--- config.mk ---
export PLATFORM = sky130hd
export DESIGN_NAME = uart_tx_param_flat
export DESIGN_NICKNAME = d
export VERILOG_FILES = /design/src/rtl/uart_tx_param_if.sv /design/src/rtl/uart_tx_param.sv /design/src/flat_wrapper.sv
export SDC_FILE = /design/constraint.sdc
export NUM_CORES = 1
export LEC_CHECK = 0
export ABC_AREA = 0
export CAP_MARGIN = 10
export CORE_ASPECT_RATIO = 0.8
export CORE_UTILIZATION = 45
export CTS_BUF_LIST = sky130_fd_sc_hd__clkbuf_8
export CTS_CLUSTER_DIAMETER = 80
export DETAILED_ROUTE_END_ITERATION = 6
export PLACE_DENSITY_LB_ADDON = 0.3
export SYNTH_ARGS = -nofsm -noshare
export SYNTH_HDL_FRONTEND = slang
export SYNTH_SLANG_ARGS = --single-unit
export TNS_END_PERCENT = 100
--- constraint.sdc ---
create_clock -name clk -period 3.7 [get_ports clk]
set_input_delay 0.37 -clock clk [delete_from_list [all_inputs] [get_ports clk]]
set_output_delay 0.37 -clock clk [all_outputs]
set_load 0.05 [all_outputs]
--- src/rtl/uart_tx_param_if.sv ---
// Payload handshake between the TX FIFO (master) and the UART transmitter (slave).
//   s_data  : frame payload, LSB first
//   s_valid : payload valid (from the FIFO)
//   s_ready : the transmitter takes the payload this cycle
interface uart_tx_param_if #(
   parameter int MAX_DATA_BITS = 9
);
   logic [MAX_DATA_BITS-1:0] s_data;
   logic                     s_valid;
   logic                     s_ready;

   modport master (output s_data, output s_valid, input  s_ready);
   modport slave  (input  s_data, input  s_valid, output s_ready);
endinterface

--- src/rtl/uart_tx_param.sv ---
// UART transmitter with a runtime-configurable frame format and an integrated baud divider.
// Frame: start, 5..MAX_DATA_BITS data bits (LSB first), optional parity, then 1 or 2 stop bits.
// A break condition can also be driven on the line.
// Ports:
//   clk, rst_n        system clock; asynchronous active-low reset
//   tx_en             gates the acceptance of new frames only
//   div               bit period = div+1 clocks (latched at accept; used live for the break release)
//   data_bits         5..MAX_DATA_BITS selects the data-bit count; any other value gives 8
//   parity            000 none, 001 odd, 010 even, 011 mark, 100 space; any other value gives none
//   stop_bits         0 = one stop bit, 1 = two stop bits
//   send_break        holds the line low while asserted in IDLE
//   s_if              payload handshake (slave side)
//   tx                serial line, idle high
//   tx_busy           high whenever the state is not IDLE
//   tx_done           one-cycle pulse when a frame or a break completes
module uart_tx_param #(
   parameter int MAX_DATA_BITS = 9,
   parameter int DIV_WIDTH     = 16
) (
   input  logic                 clk,
   input  logic                 rst_n,
   input  logic                 tx_en,
   input  logic [DIV_WIDTH-1:0] div,
   input  logic [3:0]           data_bits,
   input  logic [2:0]           parity,
   input  logic                 stop_bits,
   input  logic                 send_break,
   uart_tx_param_if.slave       s_if,
   output logic                 tx,
   output logic                 tx_busy,
   output logic                 tx_done
);

   typedef enum logic [2:0] {IDLE, START, DATA, PARITY, STOP, BREAK} state_t;

   state_t                   state;
   logic [DIV_WIDTH-1:0]     cnt;
   logic [DIV_WIDTH-1:0]     div_l;
   logic [3:0]               nb_l;
   logic [3:0]               bit_idx;
   logic [MAX_DATA_BITS-1:0] shreg;
   logic                     par_on_l;
   logic                     par_bit_l;
   logic                     stop2_l;
   logic                     stop_idx;
   logic                     brk_rel;   // break released: sending the closing idle bit

   logic [3:0]               nb_in;
   logic [MAX_DATA_BITS-1:0] used;
   logic                     par_on;
   logic                     par_val;
   logic                     bit_end;
   logic                     accept;

   // The rst_n term keeps s_ready low while reset is held, even though IDLE is the reset state.
   assign s_if.s_ready = (state == IDLE) && tx_en && !send_break && rst_n;
   assign accept       = s_if.s_valid && s_if.s_ready;
   assign bit_end      = (cnt == div_l);

   // Frame setup from the live config. It is captured only on accept.
   always_comb begin
      nb_in = 4'd8;
      if (data_bits >= 4'd5 && int'(data_bits) <= MAX_DATA_BITS) nb_in = data_bits;
      used = '0;
      for (int i = 0; i < MAX_DATA_BITS; i++)
         if (i < int'(nb_in)) used[i] = s_if.s_data[i];
      par_on  = (parity >= 3'd1) && (parity <= 3'd4);
      case (parity)
         3'd1:    par_val = ~^used;
         3'd2:    par_val = ^used;
         3'd3:    par_val = 1'b1;
         default: par_val = 1'b0;
      endcase
   end

   always_ff @(posedge clk or negedge rst_n) begin
      if (!rst_n) begin
         state     <= IDLE;
         tx        <= 1'b1;
         tx_busy   <= 1'b0;
         tx_done   <= 1'b0;
         cnt       <= '0;
         div_l     <= '0;
         nb_l      <= '0;
         bit_idx   <= '0;
         shreg     <= '0;
         par_on_l  <= 1'b0;
         par_bit_l <= 1'b0;
         stop2_l   <= 1'b0;
         stop_idx  <= 1'b0;
         brk_rel   <= 1'b0;
      end else begin
         tx_done <= 1'b0;
         case (state)
            IDLE: begin
               if (send_break) begin
                  state   <= BREAK;
                  tx      <= 1'b0;
                  tx_busy <= 1'b1;
                  brk_rel <= 1'b0;
                  cnt     <= '0;
               end else if (accept) begin
                  state     <= START;
                  tx        <= 1'b0;
                  tx_busy   <= 1'b1;
                  cnt       <= '0;
                  div_l     <= div;
                  nb_l      <= nb_in;
                  shreg     <= used;
                  par_on_l  <= par_on;
                  par_bit_l <= par_val;
                  stop2_l   <= stop_bits;
               end
            end
            START: begin
               if (bit_end) begin
                  cnt     <= '0;
                  state   <= DATA;
                  tx      <= shreg[0];
                  shreg   <= shreg >> 1;
                  bit_idx <= '0;
               end else cnt <= cnt + DIV_WIDTH'(1);
            end
            DATA: begin
               if (bit_end) begin
                  cnt <= '0;
                  if (bit_idx == nb_l - 4'd1) begin
                     if (par_on_l) begin
                        state <= PARITY;
                        tx    <= par_bit_l;
                     end else begin
                        state    <= STOP;
                        tx       <= 1'b1;
                        stop_idx <= 1'b0;
                     end
                  end else begin
                     tx      <= shreg[0];
                     shreg   <= shreg >> 1;
                     bit_idx <= bit_idx + 4'd1;
                  end
               end else cnt <= cnt + DIV_WIDTH'(1);
            end
            PARITY: begin
               if (bit_end) begin
                  cnt      <= '0;
                  state    <= STOP;
                  tx       <= 1'b1;
                  stop_idx <= 1'b0;
               end else cnt <= cnt + DIV_WIDTH'(1);
            end
            STOP: begin
               if (bit_end) begin
                  cnt <= '0;
                  if (stop2_l && !stop_idx) stop_idx <= 1'b1;
                  else begin
                     state   <= IDLE;
                     tx_busy <= 1'b0;
                     tx_done <= 1'b1;
                  end
               end else cnt <= cnt + DIV_WIDTH'(1);
            end
            BREAK: begin
               if (!brk_rel) begin
                  if (!send_break) begin
                     brk_rel <= 1'b1;
                     tx      <= 1'b1;
                     cnt     <= '0;
                  end
               end else if (cnt >= div) begin
                  // The closing idle bit uses the live divisor. Using >= also ends the bit
                  // cleanly if div shrinks while it is being sent.
                  state   <= IDLE;
                  brk_rel <= 1'b0;
                  cnt     <= '0;
                  tx_busy <= 1'b0;
                  tx_done <= 1'b1;
               end else cnt <= cnt + DIV_WIDTH'(1);
            end
            default: state <= IDLE;
         endcase
      end
   end

endmodule

--- src/flat_wrapper.sv ---
// flat-port wrapper written by rule: the top's interface ports become plain ports
module uart_tx_param_flat 
#(
   parameter int MAX_DATA_BITS = 9,
   parameter int DIV_WIDTH     = 16
)
  (clk, rst_n, tx_en, div, data_bits, parity, stop_bits, send_break, tx, tx_busy, tx_done, s_if_s_data, s_if_s_valid, s_if_s_ready);
  uart_tx_param_if #(.MAX_DATA_BITS(MAX_DATA_BITS)) s_if_i ();
  input  logic clk;
  input  logic rst_n;
  input  logic tx_en;
  input  logic [DIV_WIDTH-1:0] div;
  input  logic [3:0] data_bits;
  input  logic [2:0] parity;
  input  logic stop_bits;
  input  logic send_break;
  output logic tx;
  output logic tx_busy;
  output logic tx_done;
  input wire logic [$bits(s_if_i.s_data)-1:0] s_if_s_data;
  input wire logic [$bits(s_if_i.s_valid)-1:0] s_if_s_valid;
  output wire logic [$bits(s_if_i.s_ready)-1:0] s_if_s_ready;
  assign s_if_i.s_data = s_if_s_data;
  assign s_if_i.s_valid = s_if_s_valid;
  assign s_if_s_ready = s_if_i.s_ready;
  uart_tx_param #(.MAX_DATA_BITS(MAX_DATA_BITS), .DIV_WIDTH(DIV_WIDTH)) u_core (.clk(clk), .rst_n(rst_n), .tx_en(tx_en), .div(div), .data_bits(data_bits), .parity(parity), .stop_bits(stop_bits), .send_break(send_break), .s_if(s_if_i), .tx(tx), .tx_busy(tx_busy), .tx_done(tx_done));
endmodule
==> results.cfg <==
[critical_path]
crit_path_max_fanout = 16
cp-start-kind = register
path_buf_inv = 1
worstSetupEndpointType = output port
slowest_delay_ps = 810
crit_chain = nor4_1, and3_1, clkdlybuf4s50_1
cp_data_arrival_time_ps = 2550
critPathTopFamily = simple AND/OR/NAND/NOR gates
required_ps = 3330
cp_slowest_cell = clkdlybuf4s50_1
crit_type = reg2out

[routing]
ant_nets = 0
via_per_inst = 5.60
num_vias = 3280
dr.pass1.iters = 4
drc_errors = 0
drt-total-wl_mm = 9.37
wire_per_inst_um = 16.0
drt-initial-drc-count = 214

[clocking]
postCtsSetupBuffers = 0
path_clk_slew_ps = 70
root_buffer = clkbuf_8
clock_sinks = 60
cts_resized = 0
clockBufferDepth = 2
cts_tree = yes
htree_levels = 3
ctsHoldBuffers = 0
cts-buffers-inserted = 9
clkLatencyLatePin_ps = 350

[synth]
async_flop_share = 1.00
ys.warnings.count = 0
postSynthAreaPerCell_um2 = 8.92
ys_ff_latch = 60
synth_fp_nets = 493
synthFlopType = dfrtp_1
synth_edf_count = 0
netlist_area_um2 = 3890
yosysSeqAreaShare = 0.386
yosysUniqueCellTypes = 63
syn_inst = 436

[layout]
drive_gt1_frac = 0.0858
area_delta_synth_final_pct = 17.0
num_antenna_cells = 0
fin_cells = 586
utilization = 0.558
nNetsFinal = 530

[timing]
fin_skew_ps = 10.3
rsz0062_at_grt = no
final_max_slew_viol_count = 0
max_freq_ghz = 0.342
finalCritPeriodShare = 0.790
tightest_slew_ps = 983
fin_ws_ps = 779
final-setup-viol-count = 0
hold_violations = 0
tns_ps = 0
slew_headroom = 0.342
period_needed_ps = 2920

[floorplanning]
die_h_um = 85.2
core_region_area_um2 = 8160
die_w_um = 106
ios = 42
initial_utilization = 0.476
die-area_um2 = 9020
rows = 29

[pwr]
vdd_drop_max_mv = 0.256
p_total_uw = 2660
powerDensity_nw_per_um2 = 583
leakage_uw = 0.00202

[flow_run]
cap_viol_max_count = 0

[placement]
pre_cts_slack_ps = 646
gp_congestion = 0.867
io_buffers = 41
place_inst = 570
hpwl_mm = 6.85

[worst_hold_path]
hp-class = in2async

[global_routing]
grt_pass1_vias = 3154
grt_max_degree = 61
track_usage = 0.225
overflow = 0
grt_pass1_wl_mm = 15.7
antenna_found_initial = 0

[status]
status = complete, no violations
## power by group
part,leakage (uW),internal [uW],switching [uW]
logic,0.00113,428,575
clock network,0.000109,343,274
registers,0.000777,844,191
## through the flow
stage               hold WS (ps)  instance area, um^2
finish                       304                 4550
global route                 361                 4550
CTS                          337                 4550
detailed placement           497                 4350
global placement             479                 4350
floorplan                   74.4                 3890
## synth_stat cells, drive strengths merged, types with 3 or more instances
cell type | instances | area, um^2
xnor2 | 24 | 218
buf | 12 | 78.8
nand3 | 18 | 90.1
mux2i | 8 | 80.1
clkbuf | 9 | 45.0
a31oi | 4 | 25.0
o211ai | 7 | 52.6
o22ai | 5 | 31.3
and3 | 7 | 45.1
o21ai | 50 | 262
nor2 | 31 | 119
ha | 19 | 238
nor2b | 5 | 31.3
o31ai | 5 | 42.5
and2 | 6 | 40.0
nand2 | 62 | 233
inv | 25 | 93.8
o21a | 3 | 22.5
nand2b | 6 | 37.5
nor3 | 7 | 40.0
nand4 | 9 | 62.6
a21oi | 10 | 50.1
xor2 | 4 | 35.0
dfrtp | 59 | 1480
a32o | 4 | 40.0
mux2 | 5 | 67.6
## final cells by class
type                       instances  area (um^2)
fill                             759         3610
multi-input combinational        330         2170
sequential                        60         1500
timing repair buffer              47          450
clock buffer                      11          151
tap                              108          135
inverter                          25         93.8
clock inverter                     5         50.0
## placed cells by master (no fill, tap or decap), types with 3 or more instances in the layout
cell / instances
and3_1: 6
o21ai_0: 48
clkinv_2: 4
inv_1: 25
nand4_1: 8
nor3_1: 6
nor2_1: 30
dfrtp_1: 59
nand2b_1: 6
a31oi_1: 4
o211ai_1: 7
o31ai_1: 4
a32o_1: 4
mux2_4: 3
o22ai_1: 5
nand3_1: 18
mux2i_1: 8
nand2_1: 62
clkdlybuf4s50_1: 40
ha_1: 19
and2_1: 5
a21oi_1: 10
xnor2_1: 23
nor2b_1: 5
clkbuf_8: 11
xor2_1: 4
buf_4: 6
o21a_1: 3
## sequential cells by signal, indices dropped and copies added, names as in the netlist
register / flops
u_core.tx: 1
u_core.tx_busy: 1
u_core.stop2_l: 1
u_core.par_on_l: 1
u_core.stop_idx: 1
u_core.shreg: 9
u_core.par_bit_l: 1
u_core.tx_done: 1
u_core.bit_idx: 4
u_core.state: 3
u_core.div_l: 16
u_core.cnt: 16
u_core.nb_l: 4
u_core.brk_rel: 1
## final timing paths
path                                        startpoint                          end  slack [ps]  cells after the start
setup reg to reg            u_core.cnt[15]$_DFFE_PN0P_   u_core.cnt[13]$_DFFE_PN0P_        1010                      7
hold reg to reg             u_core.tx_busy$_DFFE_PN0P_   u_core.tx_busy$_DFFE_PN0P_         500                      1
setup / recovery           u_core.state[1]$_DFFE_PN0P_                 s_if_s_ready         780                      3
max in group asynchronous                        rst_n  u_core.div_l[4]$_DFFE_PN0P_        2870                      2
hold / removal                                   rst_n    u_core.cnt[5]$_DFFE_PN0P_         300                      2
min in group clk            u_core.tx_busy$_DFFE_PN0P_   u_core.tx_busy$_DFFE_PN0P_         500                      1
## metal layers
layer | vias up | global-route usage | wire length [um]
met3 | 7 | 0.0538 | 432
met4 | 0 | 0.0568 | 81
met1 | 1585 | 0.325 | 4730
met5 | - | 0 | 0
li1 | 1611 | - | -
met2 | 77 | 0.340 | 4120
## logic make-up (layout without fill, tap and decap cells)
family	count (synthesis)	after routing	share of synthesized area
muxes	13	13	0.0380
DFF	60	60	0.386
adders and majority gates	19	19	0.0611
AOI/OAI and AO/OA	107	107	0.179
buffers and inverters	46	88	0.0560
and+or+nand+nor	161	161	0.203
xor gates and xnor gates	30	30	0.0766
(Power assumes the default switching activity.)
